==> src/rtl/frame_fetcher.sv <==
// Frame fetcher: streams FRAME_WORDS words from RAM port B, starting at a latched base,
// through a small credit-controlled FIFO onto a valid/ready output.
module frame_fetcher #(
  parameter int FRAME_WORDS = 1200,
  parameter int FIFO_DEPTH  = 8,
  parameter int RD_LATENCY  = 1
) (
  input  logic        clk,
  input  logic        reset,
  input  logic        start,
  input  logic [15:0] base_addr,
  output logic [15:0] addr_B,
  input  logic [15:0] out_B,
  output logic [15:0] word_data,
  output logic        word_valid,
  input  logic        word_ready,
  output logic        word_last,
  output logic        busy,
  output logic        frame_done
);

  localparam int AW = $clog2(FIFO_DEPTH);
  localparam logic [15:0] FW_M1   = 16'(FRAME_WORDS - 1);
  localparam logic [AW:0] DEPTH_C = (AW+1)'(FIFO_DEPTH);
  localparam logic [AW-1:0] PTR_ONE = AW'(1);
  localparam logic [AW:0] CNT_ONE = (AW+1)'(1);

  if (RD_LATENCY != 1 || FIFO_DEPTH < 2 || (FIFO_DEPTH & (FIFO_DEPTH - 1)) != 0) begin : g_param_check
    $error("frame_fetcher: unsupported parameter set");
  end

  typedef enum logic [1:0] {
    S_IDLE  = 2'd0,
    S_FETCH = 2'd1,
    S_DRAIN = 2'd2
  } state_t;

  state_t        r_state;
  logic [15:0]   r_base;
  logic [15:0]   r_issue_cnt;
  logic [15:0]   r_cap_cnt;
  logic          r_inflight;
  logic [15:0]   r_addr;
  logic          r_busy;
  logic          r_frame_done;
  logic [AW-1:0] r_wr_ptr;
  logic [AW-1:0] r_rd_ptr;
  logic [AW:0]   r_count;
  logic [15:0]   r_mem [FIFO_DEPTH];
  logic          r_tag [FIFO_DEPTH];

  logic w_push;
  logic w_pop;
  logic w_credit;
  logic w_cap_last;
  logic w_head_last;

  // The inflight read still owns a FIFO slot, so it counts against the credit.
  assign w_push      = r_inflight;
  assign w_pop       = (r_count != '0) && word_ready;
  assign w_credit    = (r_count + ((AW+1)'(r_inflight))) < DEPTH_C;
  assign w_cap_last  = (r_cap_cnt == FW_M1);
  assign w_head_last = r_tag[r_rd_ptr];

  assign addr_B     = r_addr;
  assign busy       = r_busy;
  assign frame_done = r_frame_done;
  assign word_valid = (r_count != '0);
  assign word_data  = r_mem[r_rd_ptr];
  assign word_last  = word_valid && w_head_last;

  always_ff @(posedge clk) begin
    if (w_push) begin
      r_mem[r_wr_ptr] <= out_B;
      r_tag[r_wr_ptr] <= w_cap_last;
    end
  end

  always_ff @(posedge clk or negedge reset) begin
    if (!reset) begin
      r_state      <= S_IDLE;
      r_base       <= 16'h0000;
      r_issue_cnt  <= 16'h0000;
      r_cap_cnt    <= 16'h0000;
      r_inflight   <= 1'b0;
      r_addr       <= 16'h0000;
      r_busy       <= 1'b0;
      r_frame_done <= 1'b0;
      r_wr_ptr     <= '0;
      r_rd_ptr     <= '0;
      r_count      <= '0;
    end else begin
      r_frame_done <= 1'b0;
      if (w_push) begin
        r_wr_ptr  <= r_wr_ptr + PTR_ONE;
        r_cap_cnt <= r_cap_cnt + 16'd1;
      end
      if (w_pop) begin
        r_rd_ptr <= r_rd_ptr + PTR_ONE;
      end
      case ({w_push, w_pop})
        2'b10:   r_count <= r_count + CNT_ONE;
        2'b01:   r_count <= r_count - CNT_ONE;
        default: r_count <= r_count;
      endcase
      case (r_state)
        S_IDLE: begin
          r_inflight <= 1'b0;
          if (start) begin
            r_base      <= base_addr;
            r_issue_cnt <= 16'h0000;
            r_cap_cnt   <= 16'h0000;
            r_busy      <= 1'b1;
            r_state     <= S_FETCH;
          end
        end
        S_FETCH: begin
          if (w_credit) begin
            r_addr      <= r_base + r_issue_cnt;
            r_issue_cnt <= r_issue_cnt + 16'd1;
            r_inflight  <= 1'b1;
            if (r_issue_cnt == FW_M1) begin
              r_state <= S_DRAIN;
            end
          end else begin
            r_inflight <= 1'b0;
          end
        end
        S_DRAIN: begin
          r_inflight <= 1'b0;
          // The last-tagged word leaving means the FIFO and read pipe are both empty.
          if (w_pop && w_head_last) begin
            r_frame_done <= 1'b1;
            r_busy       <= 1'b0;
            r_state      <= S_IDLE;
          end
        end
        default: begin
          r_inflight <= 1'b0;
          r_busy     <= 1'b0;
          r_state    <= S_IDLE;
        end
      endcase
    end
  end

endmodule

==> config.mk <==
export PLATFORM = sky130hd
export DESIGN_NAME = frame_fetcher
export DESIGN_NICKNAME = d
export VERILOG_FILES = /design/src/rtl/frame_fetcher.sv
export SDC_FILE = /design/constraint.sdc
export NUM_CORES = 1
export LEC_CHECK = 0
export ABC_AREA = 0
export CAP_MARGIN = 20
export CORE_MARGIN = 4
export CORE_UTILIZATION = 55
export CTS_CLUSTER_SIZE = 40
export DETAILED_ROUTE_END_ITERATION = 7
export PLACE_DENSITY = 0.87
export SYNTH_ARGS = -nofsm -noshare
export SYNTH_HDL_FRONTEND = slang
export SYNTH_SLANG_ARGS = --single-unit
==> constraint.sdc <==
create_clock -name clk -period 5.06 [get_ports clk]
set_clock_uncertainty 0.05 [all_clocks]
set_input_delay 1.012 -clock clk [delete_from_list [all_inputs] [get_ports clk]]
set_output_delay 1.012 -clock clk [all_outputs]
set_load 0.05 [all_outputs]
; After elaboration in Yosys (flattened, before gate mapping)
; Memory sizes are Yosys's and may differ from the RTL's.
; Index checks and enable logic that the tools add are counted.
; W data, S select, Z words.
[totals]
reg_bits = 79
ramBits = 136
in_bits = 36
out_inout_bits = 36
wordCells = 66
memories = 2
[classes]
addsub = 8
n_lt_le_gt_ge = 1
eq_ne = 10
n_mux = 21
bitwise = 1
n_reduce_logical = 12
[memory_table]
columns = name, words, width, rd, rd_clocked_by_memory_dff, write_ports, line_no
row1 = r_mem, 8, 16, 1, 0, 1, 49  ; logic [15:0] r_mem [FIFO_DEPTH];
row2 = r_tag, 8, 1, 1, 0, 1, 50  ; logic r_tag [FIFO_DEPTH];
[ops]
columns = op, count
row1 = $mux W16, 5
row2 = $add A16 B1 Y16 const B, 2
row3 = $eq A16 B11 Y1 const B, 2
row4 = $pmux W16 S2, 1
row5 = $add A16 B16 Y16, 1
row6 = $mux W1, 8
row7 = $mux W2, 4
row8 = $ne A2 B2 Y1 const B, 4
row9 = $pmux W4 S2, 1
row10 = $add A3 B1 Y3 const B, 2
row11 = $pmux W2 S3, 1
row12 = $reduce_and A3 Y1, 2
row13 = $add A4 B1 Y4, 1
row14 = $add A4 B1 Y4 const B, 1
row15 = $eq A2 B1 Y1 const B, 2
row16 = $eq A2 B2 Y1 const B, 2
row17 = $lt A4 B4 Y1 const B, 1
row18 = $reduce_and A2 Y1, 2
row19 = $reduce_and A4 Y1, 1
row20 = $reduce_bool A2 Y1, 2
row21 = $reduce_bool A4 Y1, 1
row22 = $sub A4 B1 Y4 const B, 1
row23 = $logic_and A1 B1 Y1, 3
row24 = $pmux W1 S3, 1
row25 = other kinds (2), 2

; Depth between registers and ports, before layout
; Gate-level depths: netlist of run 1.
[logic_depth]
depth_word = 5
depth_mapped = 11
depth_no_buf = 9

; Worst setup path after synthesis of run 1
; Ideal clock, no wire load.
[synth_path]
kind = flip-flop to output port
from = reg r_rd_ptr[0]
to = out word_data[0]
t_arrival_ps = 1762
required_ps = 3998
setup_slack_ps = 2236
path_stages_with_launch = 5
path_buffers = 2
path_cell_list = dfrtp_1 > buf_2 > buf_2 > mux4_2 > mux2_2
[synth_via]
elab_chain_len = 1
[synth_lines]
columns = item, line_no
row1 = "start, declared", 47  ; logic [AW-1:0] r_rd_ptr;
row2 = "start signal, assigned", 99  ; r_rd_ptr <= r_rd_ptr + PTR_ONE;
row3 = $mem_v2 Z8 W16, n/a
row4 = "end, declared", 14  ; output logic [15:0] word_data,
; Every way passes these cells.

; Worst setup path in the final report of run 1
[layout_path]
from = reg r_rd_ptr[0]
to = out word_data[12]
; Same word-level chain as after synthesis.

==> results.cfg, run 1 <==
[synth]
syn_inst = 669
netlist_area_um2 = 9490
ys_ff_latch = 215
yosysSeqAreaShare_pct = 63.9
synth.net_count = 728
synth_edf_count = 136
synth_warnings = 0
synthArstFlopShare_pct = 36.7
synth_largest_area_cell = edfxtp_1
yosysTopAreaCellShare_pct = 43.0
yosys-top-cells-area = edfxtp_1 43%, dfrtp_1 21%, mux4_2 8.1%, nand2_1 3.8%, ha_1 2.9%
post_synth.cell_area_avg_um2 = 14.2
synth-main-ff-cell = edfxtp_1
ys_types = 58

[placement]
hpwl_um = 12900
dp_cells = 941
dpl-instance-area_um2 = 10400
numPortBuffers = 71
place_ws_ns = 1.48
gp_congestion = 0.918

[hold_path]
worstHoldPathCells = 2
hold_path_class = flop to flop

[sta]
fin_hold_ws_ns = 0.433
fin_crit_ns = 4.07
setup_ws_ns = 0.991
min_period_over_period_pct = 80.4
finalSetupTns_ns = 0
finalHoldViolCount = 0
relSlewSlack_pct = 27.4
setup-violations-final = 0
rsz0062_at_grt = no
worstMarginPinSlew_ns = 1.09
clock.fmax_ghz = 0.246
finalMaxSlewViolations = 0

[floorplan]
ios = 72
fp.dieW_um = 139
core_um2 = 16800
chipHeight_um = 139
row_count = 47
start_util_pct = 56.6
die-area_um2 = 19400

[critical_path]
arrival_ns = 3.01
critPathMaxFanout = 18
cp_num_buf_inv = 2
worst_r2r_path_depth = 6
slowest_stage = clkdlybuf4s50_1
cp-end-kind = output port
cp.required_ns = 4.00
start_kind = flop
max_stage_delay_ns = 0.70
crit_path_cell_trace = buf_4, mux4_2, mux2_2, clkdlybuf4s50_1
critical_path.top_delay_family = buffers and inverters
path_depth = 4
path_class = flop to output port

[clock_tree]
clock_path_buffers = 3
cts_tree = yes
path_clk_slew_ns = 0.06
clock-sinks = 215
cts.htree.levels = 1
cts_setup_buffers = 0
postCtsHoldBufs = 0
cts_root_buf = clkbuf_16
clkLatencyLatePin_ns = 0.49
numCtsBuffers = 23
cts_resized = 0

[run_status]
outcome = completed

[global_route]
grt_max_degree = 80
track_usage_pct = 21.4
overflow = 0
first_global_vias = 6157
antenna_found_initial = 0
grt_pass1_wl_um = 33300

[cells_and_area]
mostFrequentLayoutCells = 136 x edfxtp_1, 95 x nand2_1, 78 x dfrtp_1
mostFrequentLayoutCell = edfxtp_1
diodes = 0
final_nets = 811
utilization_pct = 67.1
final_cells = 988
area_growth_pct = 18.5
drive_gt1_share_pct = 15.4
fin_area_um2 = 11200

[power]
p_per_area_nw_per_um2 = 621
p_leak_nw = 4.23
power_mw = 6.98
vdd_ir_drop_max_v = 0.000441

[drt]
ant_nets = 0
drc = 0
first_pass_iters = 7
wl_per_cell_um = 20.9
vias_per_cell = 6.04
vias = 5965
drtIter0Drc = 506
wl_um = 20700

[job]
drv_cap = 0
==> worst paths after layout <==
path                                          from                       to  slack [ns]
max                        r_rd_ptr[0]$_DFFE_PN0N_            word_data[12]        0.99
min                         r_base[11]$_DFFE_PN0P_   r_base[11]$_DFFE_PN0P_        0.43
max reg2reg                   r_inflight$_DFF_PN0_   addr_B[12]$_DFFE_PN0P_        2.11
min reg2reg                 r_base[11]$_DFFE_PN0P_   r_base[11]$_DFFE_PN0P_        0.43
max in group asynchronous                    reset  r_rd_ptr[0]$_DFFE_PN0N_        3.90
min in group asynchronous                    reset   r_base[15]$_DFFE_PN0P_        0.44
==> sequential cells by signal (all words and copies together), names as in the netlist <==
name	flops
addr_B	16
busy	1
frame_done	1
r_base	16
r_cap_cnt	16
r_count	4
r_inflight	1
r_issue_cnt	16
r_mem	128
r_rd_ptr	3
r_state	2
r_tag	8
r_wr_ptr	3
==> logic make-up after synthesis <==
family,after synthesis,synth area share (%)
AOI/OAI and AO/OA,89,6.05
xor gates and xnor gates,38,3.59
adders and majority gates,23,3.11
buffers and inverters,35,1.54
DFF,215,63.9
muxes,55,10.6
and+or+nand+nor,214,11.3
==> synth_stat cells (6+ instances only) <==
library cell,n
buf_2,6
xor2_1,17
xnor2_1,20
dfrtp_1,79
nand2_1,95
nor4_1,7
nor2_1,34
and3_1,9
o21ai_0,23
o31ai_1,9
o21a_1,6
clkbuf_1,15
ha_1,22
or3_1,6
edfxtp_1,136
a21oi_1,24
nand2b_1,6
nand3_1,13
inv_1,11
nor3_1,9
mux2_2,19
mux4_2,34
nand4_1,7
==> cell type report <==
| class | count | area, um2 |
|---|---|---|
| flip-flops and latches | 215 | 6060 |
| fillers | 1077 | 5520 |
| multi-input cells | 419 | 3320 |
| repair buffers | 82 | 850 |
| clock buffers | 36 | 664 |
| well taps | 220 | 275 |
| inverters | 11 | 41.3 |
| clock inverters | 5 | 28.8 |
==> per-layer routing <==
| layer | vias to the layer above | track usage, % | routed length, um |
|---|---|---|---|
| li1 | 2688 | - | - |
| met2 | 220 | 39.1 | 11300 |
| met1 | 3022 | 27.2 | 7940 |
| met3 | 35 | 2.95 | 1110 |
| met4 | 0 | 4.84 | 352 |
| met5 | - | 0 | 0 |
==> worst register-to-register path, cell delays in order (launching register included) <==
cell      delay (ns)
dfrtp_1         0.66
nand4_2         0.23
xor2_2          0.22
nand2_1         0.76
inv_1           0.42
o2111a_1        0.23
a221o_1         0.26
==> where the power goes <==
part | switching (mW) | internal [mW]
Combinational | 1.70 | 1.15
Sequential | 0.318 | 2.29
Clock | 0.630 | 0.901
Power figures use the tool's default switching activity.
==> run 2, diff against run 1 <==
Settings changed: CORE_UTILIZATION 55 to 53.
Clock period 5.06 ns to 3.7 ns, I/O delays scaled along.
==> results.cfg, run 2 (synthesis gave the netlist of run 1 again) <==
[placement]
numPortBuffers = 71
gp_congestion = 0.883
place_ws_ns = 0.420
hpwl_um = 12200
dpl-instance-area_um2 = 10500
dp_cells = 956

[drt]
vias = 5802
vias_per_cell = 5.83
drc = 0
first_pass_iters = 5
met2_length_um = 9640
highest-signal-layer = met4
wl_met3_um = 1170
ant_nets = 0
m1WireLength_um = 8060
wl_um = 19200
drtIter0Drc = 491
wl_per_cell_um = 19.3

[global_route]
overflow = 0
antenna_found_initial = 0
first_global_vias = 5864
track_usage_pct = 19.7
grt_pass1_wl_um = 31600
grt_max_degree = 80

[critical_path]
arrival_ns = 2.75
slowest_stage = clkdlybuf4s50_1
start_kind = flop
path_class = flop to output port
cp-end-kind = output port
critPathMaxFanout = 10
critical_path.top_delay_family = buffers and inverters
max_stage_delay_ns = 0.71
cp_num_buf_inv = 2
cp.required_ns = 2.91
crit_path_cell_trace = buf_4, mux4_2, mux2_2, clkdlybuf4s50_1

[cells_and_area]
diodes = 0
largest_reg_flops = 128
utilization_pct = 64.6
fillers = 1212
drive_gt1_share_pct = 15.6
mostFrequentLayoutCells = 136 x edfxtp_1, 95 x nand2_1, 78 x dfrtp_1
mostFrequentLayoutCell = edfxtp_1
fin_area_um2 = 11300
final_nets = 815
final_cells = 996
top_register = r_mem
area_growth_pct = 18.6

[power]
p_per_area_nw_per_um2 = 839
p_leak_nw = 4.32
vdd_ir_drop_max_v = 0.000665
power_mw = 9.44

[sta]
worstMarginPinSlew_ns = 0.856
finalMaxSlewViolations = 0
fin_crit_ns = 3.54
rsz0062_at_grt = no
clock.fmax_ghz = 0.283
setup-violations-final = 0
finalHoldViolCount = 0
min_period_over_period_pct = 95.6
setup_ws_ns = 0.164
fin_hold_ws_ns = 0.0413
finalSetupTns_ns = 0
relSlewSlack_pct = 42.6

[job]
drv_cap = 0

[floorplan]
ios = 72
row_count = 48
start_util_pct = 54.5
fp.dieW_um = 142
chipHeight_um = 142
die-area_um2 = 20100
core_um2 = 17400

[clock_tree]
path_clk_slew_ns = 0.07
clkLatencyLatePin_ns = 0.50
numCtsBuffers = 22
clock-sinks = 215
cts.htree.levels = 1
cts_setup_buffers = 0
cts_root_buf = clkbuf_16
postCtsHoldBufs = 0
cts_tree = yes
clock_path_buffers = 3

[hold_path]
hold_path_class = input pin to asynchronous set/reset pin

[run_status]
outcome = completed
## run 2: cell count changes in the layout (fill, tap and decap cells not counted), sizes merged
cell | before | now
clkdlybuf4s50 | 70 | 57
clkbuf | 36 | 27
dlymetal6s2s | 0 | 8
buf | 12 | 18
clkinvlp | 0 | 5
dlygate4sd2 | 0 | 4
bufinv | 0 | 1
clkinv | 4 | 5
## run 2: cell type report
type | instances | area, um2 | share of cell area (%)
timing repair buffer | 87 | 886 | 7.87
clock buffer | 27 | 591 | 5.25
tap | 225 | 282 | 2.50
multi-input combinational | 419 | 3290 | 29.3
sequential | 215 | 6060 | 53.9
clock inverter | 12 | 95.1 | 0.845
inverter | 11 | 41.3 | 0.367
## run 2: per-layer routing
metal / track usage, % / up-vias
met2: 32.3 / 193
met5: 0 / -
met3: 3.94 / 28
met1: 27.5 / 2890
li1: - / 2691
met4: 4.70 / 0
## run 2: timing repair
action | 4_1_cts | 5_1_grt
gates cloned | 0 | 0
gates resized for setup | 5 | 8
endpoints found under the setup margin | 12 | 8
endpoints found under the hold margin | 0 | 0
## run 2: final timing paths
| kind | startpoint | endpoint | slack, ns | cells after the start |
|---|---|---|---|---|
| max | r_rd_ptr[1]$_DFFE_PN0N_ | word_data[6] | 0.16 | 4 |
| min | reset | r_base[8]$_DFFE_PN0P_ | 0.04 | 1 |
| max reg2reg | r_count[0]$_DFFE_PN0P_ | r_count[2]$_DFFE_PN0P_ | 1.06 | 9 |
| min reg2reg | r_base[0]$_DFFE_PN0P_ | r_base[0]$_DFFE_PN0P_ | 0.43 | 2 |
| max in group asynchronous | reset | addr_B[0]$_DFFE_PN0P_ | 2.96 | 2 |
| min in group clk | r_base[0]$_DFFE_PN0P_ | r_base[0]$_DFFE_PN0P_ | 0.43 | 2 |
## run 2: power breakdown
group	leakage [nW]	total, mW	switching (mW)	internal (mW)
clock network	0.326	2.11	0.900	1.21
registers	2.24	3.55	0.425	3.13
logic	1.75	3.78	2.24	1.55
total	4.32	9.44	3.56	5.88
